## src/rtl/mem_block_mover.sv

```systemverilog
// mem_block_mover
//   Bus-master block copier for the 8-bit data-memory port. It copies len bytes
//   from src to dst with memmove semantics: when the destination overlaps the
//   tail of the source, the copy runs backward.
//
//   The memory strobes, address and write data are decoded from registered
//   state only. Because of this, an asynchronous reset drops mem_wr_en at once.
//
// Ports
//   clk          system clock, rising edge
//   rst_n        asynchronous active-low reset
//   i_start      command strobe, sampled only in IDLE
//   i_src        source base address, captured on accepted start
//   i_dst        destination base address, captured on accepted start
//   i_len        byte count, captured on accepted start (0 = no-op)
//   o_mem_addr   memory address
//   o_mem_rd     memory read enable
//   o_mem_wr_en  memory write enable
//   o_mem_wdata  memory write data
//   i_mem_rdata  memory read data, combinational from o_mem_addr
//   o_busy       high in any state other than IDLE
//   o_done       one-cycle pulse at command completion
//   o_remaining  bytes not yet written
//
// state   | meaning
// --------+-------------------------------------------------------------
// S_IDLE  | waiting for start; all memory outputs 0
// S_READ  | read byte at src+idx, latch into buffer
// S_WRITE | write buffer to dst+idx, decrement remaining, step idx
// S_DONE  | one-cycle done pulse, still busy
module mem_block_mover #(
   parameter int AW = 8,
   parameter int DW = 8
) (
   input  logic          clk,
   input  logic          rst_n,
   input  logic          i_start,
   input  logic [AW-1:0] i_src,
   input  logic [AW-1:0] i_dst,
   input  logic [AW-1:0] i_len,
   output logic [AW-1:0] o_mem_addr,
   output logic          o_mem_rd,
   output logic          o_mem_wr_en,
   output logic [DW-1:0] o_mem_wdata,
   input  logic [DW-1:0] i_mem_rdata,
   output logic          o_busy,
   output logic          o_done,
   output logic [AW-1:0] o_remaining
);

   typedef enum logic [1:0] {
      S_IDLE  = 2'd0,
      S_READ  = 2'd1,
      S_WRITE = 2'd2,
      S_DONE  = 2'd3
   } state_t;

   state_t        r_state;
   state_t        w_next;
   logic [AW-1:0] r_src;
   logic [AW-1:0] r_dst;
   logic [AW-1:0] r_idx;
   logic [AW-1:0] r_remaining;
   logic [DW-1:0] r_buf;
   logic          r_bwd;

   logic [AW-1:0] w_delta;
   logic          w_bwd;
   logic          w_last;

   // A destination that lies inside the source window, above the source,
   // would be overwritten before it is read in a forward copy.
   // dst == src (delta 0) stays forward.
   assign w_delta = i_dst - i_src;
   assign w_bwd   = (w_delta != '0) && (w_delta < i_len);
   assign w_last  = (r_remaining == AW'(1));

   always_ff @(posedge clk or negedge rst_n) begin
      if (!rst_n) begin
         r_state <= S_IDLE;
      end else begin
         r_state <= w_next;
      end
   end

   always_comb begin
      w_next = r_state;
      case (r_state)
         S_IDLE: begin
            if (i_start) begin
               w_next = (i_len == '0) ? S_DONE : S_READ;
            end
         end
         S_READ:  w_next = S_WRITE;
         S_WRITE: w_next = w_last ? S_DONE : S_READ;
         S_DONE:  w_next = S_IDLE;
         default: w_next = S_IDLE;
      endcase
   end

   always_ff @(posedge clk or negedge rst_n) begin
      if (!rst_n) begin
         r_src       <= '0;
         r_dst       <= '0;
         r_idx       <= '0;
         r_remaining <= '0;
         r_buf       <= '0;
         r_bwd       <= 1'b0;
      end else begin
         case (r_state)
            S_IDLE: begin
               if (i_start) begin
                  r_src       <= i_src;
                  r_dst       <= i_dst;
                  r_remaining <= i_len;
                  r_bwd       <= w_bwd;
                  r_idx       <= w_bwd ? (i_len - AW'(1)) : '0;
               end
            end
            S_READ: begin
               r_buf <= i_mem_rdata;
            end
            S_WRITE: begin
               r_remaining <= r_remaining - AW'(1);
               if (!w_last) begin
                  r_idx <= r_bwd ? (r_idx - AW'(1)) : (r_idx + AW'(1));
               end
            end
            default: ;
         endcase
      end
   end

   always_comb begin
      o_mem_addr  = '0;
      o_mem_rd    = 1'b0;
      o_mem_wr_en = 1'b0;
      o_mem_wdata = '0;
      o_done      = 1'b0;
      o_busy      = (r_state != S_IDLE);
      o_remaining = r_remaining;
      case (r_state)
         S_READ: begin
            o_mem_rd   = 1'b1;
            o_mem_addr = r_src + r_idx;
         end
         S_WRITE: begin
            o_mem_wr_en = 1'b1;
            o_mem_addr  = r_dst + r_idx;
            o_mem_wdata = r_buf;
         end
         S_DONE: begin
            o_done = 1'b1;
         end
         default: ;
      endcase
   end

endmodule

```

## config.mk

```make
export PLATFORM = sky130hd
export DESIGN_NAME = mem_block_mover
export DESIGN_NICKNAME = d
export VERILOG_FILES = /design/src/rtl/mem_block_mover.sv
export SDC_FILE = /design/constraint.sdc
export NUM_CORES = 1
export LEC_CHECK = 0
export BUFFER_PORTS_ARGS = -buffer_cell sky130_fd_sc_hd__buf_2
export CAP_MARGIN = 15
export CELL_PAD_IN_SITES_DETAIL_PLACEMENT = 0
export CELL_PAD_IN_SITES_GLOBAL_PLACEMENT = 2
export CORE_ASPECT_RATIO = 0.7
export CORE_MARGIN = 1.5
export CORE_UTILIZATION = 34
export CTS_CLUSTER_SIZE = 8
export DETAILED_ROUTE_END_ITERATION = 10
export PLACE_DENSITY = 0.78
export SLEW_MARGIN = 20
export SYNTH_ARGS = -nofsm -noshare
export SYNTH_HDL_FRONTEND = slang
export SYNTH_SLANG_ARGS = --single-unit
export TNS_END_PERCENT = 100
```

## constraint.sdc

```tcl
create_clock -name clk -period 5.25 [get_ports clk]
set_input_delay 1.05 -clock clk [delete_from_list [all_inputs] [get_ports clk]]
set_output_delay 1.05 -clock clk [all_outputs]
set_load 0.005 [all_outputs]
```

==> results.py <==
metrics = {
    "run_status": {
        "status": "completed",
    },
    "worst_setup_path": {
        "start_kind": "flip-flop",
        "crit_path_end_kind": "output pin",
        "timing.rr.start": "r_state[0]",
        "crit_required_ns": 4.20,
        "critPathKind": "flip-flop to output pin",
        "crit_start": "r_state[0]",
        "critical_path.max_fanout": 6,
        "worstPathArrival_ns": 3.43,
    },
    "logic_synthesis": {
        "seq_area_frac_synth_pct": 30.10,
        "synthFlopType": "dfrtp_1",
        "synth.most_common_cell": "dfrtp_1",
        "netlist_area_um2": 3575,
        "synth-seq-cells": 43,
        "avgSynthCellArea_um2": 8.676,
        "ys_top_cells_by_area": "dfrtp_1 (30%), ha_1 (13%), mux2_2 (7.6%), o21ai_0 (4.3%), a21oi_1 (3.9%)",
        "synthesis.instances": 412,
        "synthDistinctLibCells": 52,
        "synth_top_area_share_pct": 30.10,
        "ys_warn_count": 0,
        "synth_nets": 486,
        "synth_edf_count": 0,
        "synth_common_cells": "dfrtp_1 (43), inv_1 (37), ha_1 (36)",
        "ys_async_sr_fraction_pct": 100.0,
        "synth_area_leader_cell": "dfrtp_1",
    },
    "timing": {
        "finalMaxSlewViolations": 0,
        "skew_ns": 0.006201,
        "post-route-min-period_ns": 4.484,
        "setup_tns_ns": 0,
        "setup_viol": 0,
        "max_freq_mhz": 223.0,
        "grt_setup_unrepaired": "false",
        "final_hold_viol_count": 0,
        "slew_headroom_pct": 39.00,
        "timing.final.crit_share_pct": 85.41,
        "worst_pin_slew_ns": 0.9128,
    },
    "placed_design": {
        "dp_hpwl_um": 7116,
        "gp_congestion": 0.7877,
        "port_buffers": 62,
    },
    "power_and_ir_drop": {
        "powerDensity_nw_per_um2": 631.0,
        "ir_drop_mv": 0.1773,
        "power.total_mw": 2.627,
        "power_leakage_nw": 1.932,
    },
    "cts": {
        "post_cts_buffers": 0,
        "clkTransAtPathRegs_ns": 0.06,
        "clk_latency_ns": 0.29,
        "root_buffer": "clkbuf_16",
        "cts.htree.levels": 2,
        "clock_path_buffers": 2,
        "cts-resized-gates": 0,
        "clkSinkCount": 43,
        "cts_tree": "done",
        "cts_buffers": 5,
        "hold_buffers": 0,
    },
    "floorplan": {
        "start_util_pct": 34.78,
        "die_h_um": 88.79,
        "dieWidth_um": 125.6,
        "rows": 31,
        "core_um2": 10280,
        "ios": 63,
        "die_area_um2": 11150,
    },
    "finish": {
        "area_growth_pct": 16.45,
        "diodes": 0,
        "drive_gt1_share_pct": 21.72,
        "multi_input_area_um2": 2277,
        "final_nets": 538,
        "register_area_um2": 1076,
        "fill_cells": 1048,
    },
    "min_path": {
        "hold_start": "r_src[6]",
        "hold_class": "flip-flop to flip-flop",
    },
    "global_routing": {
        "grt_overflow": 0,
        "grt_max_degree": 46,
        "antenna_found_initial": 0,
        "track_usage_pct": 17.36,
        "grt_pass1_wl_um": 15240,
        "grt_pass1_vias": 2950,
    },
    "drt": {
        "drtIter0Drc": 124,
        "first_pass_iters": 4,
        "drt_wl_total_um": 9359,
        "vias_per_cell": 5.206,
        "wire_per_inst_um": 15.68,
        "vias": 3108,
        "drcViolationCount": 0,
        "antenna_left": 0,
    },
    "flow_run": {
        "cap_violations": 0,
    },
}
## power breakdown
part           internal (mW)  total, mW  leakage [nW]  switching [mW]
Combinational          0.731       1.60          1.33           0.868
Sequential             0.501      0.661         0.510           0.160
Clock                  0.237      0.367        0.0868           0.130
Total                   1.47       2.63          1.93            1.16
## sequential cells by signal (all words and copies together) (netlist names)
register     flops
o_remaining      8
r_buf            8
r_bwd            1
r_dst            8
r_idx            8
r_src            8
r_state          2
## metrics by stage
step | setup WS, ns | cell area (µm²) | hold WS, ns | std cells | util (%)
after global placement | 1.097 | 3986 | 0.4626 | 589 | 38.78
after detailed placement | 1.029 | 3986 | 0.4706 | 589 | 38.78
after CTS | 0.7580 | 4160 | 0.4867 | 597 | 40.47
after global routing | 0.4736 | 4163 | 0.5088 | 597 | 40.50
final | 0.7661 | 4163 | 0.4819 | 597 | 40.50
after floorplan | 0.9570 | 3575 | 0.4444 | 412 | -
## kinds of logic (layout without fill, tap and decap cells)
kind of cell / Yosys count / in the layout / share of synthesized area [%]
simple gates: 116 / 116 / 16.31
compound gates: 110 / 110 / 19.71
buf+inv: 57 / 110 / 6.265
flops: 43 / 43 / 30.10
fa+ha+maj: 39 / 39 / 14.28
mux: 28 / 28 / 8.681
xor+xnor: 19 / 19 / 4.655
## metal layers
layer  wire (µm)  part of all wire [%]  vias up  GRT usage (%)
li1            -                     -     1584              -
met1        4910                    52     1454          25.58
met2        4059                    43       63          26.68
met3         316                   3.4        7          2.781
met4          72                  0.77        0          4.029
met5           0                     0        -              0
## cell usage in the layout (no fill, tap or decap), types with 5 or more instances in the layout
master | netlist | routed
nor3_1 | 13 | 13
o211ai_1 | 5 | 5
and2_1 | 9 | 9
mux2_2 | 24 | 24
dfrtp_1 | 43 | 43
clkbuf_16 | 0 | 5
a21oi_1 | 28 | 28
inv_1 | 37 | 37
nor2_1 | 28 | 28
o21ai_0 | 31 | 31
nand3_1 | 12 | 12
xor2_1 | 7 | 7
ha_1 | 36 | 35
nand2_1 | 24 | 24
xnor2_1 | 12 | 12
buf_2 | 2 | 61
o22ai_1 | 5 | 5
nor3b_1 | 6 | 6
## cell type report
class / count / area share [%]
clock inverters: 2 / 0.8416
flip-flops and latches: 43 / 25.85
clock buffers: 6 / 3.336
repair buffers: 64 / 7.875
multi-input cells: 312 / 54.70
inverters: 38 / 3.427
well taps: 132 / 3.968
## final timing paths
path	endpoint	slack, ns	cells past startpoint
setup / recovery	o_mem_addr[7]	0.77	11
max in group asynchronous	r_idx[5]	4.10	1
setup reg to reg	r_idx[4]	2.21	9
min in group asynchronous	r_buf[6]	0.75	1
hold reg to reg	r_src[6]	0.48	2
hold / removal	r_src[6]	0.48	2
## worst max-delay path, stage by stage, from the launching register on
cell and delay [ns]:
dfrtp_1 0.40, inv_1 0.13, ha_2 0.31, mux2_2 0.39, ha_1 0.28, a21o_1 0.18, a21oi_1 0.21, o21ai_0 0.16
a2111oi_0 0.58, nor3_1 0.13, nor3b_1 0.22, buf_2 0.15
Note: power is estimated with default switching activity, not from simulation.
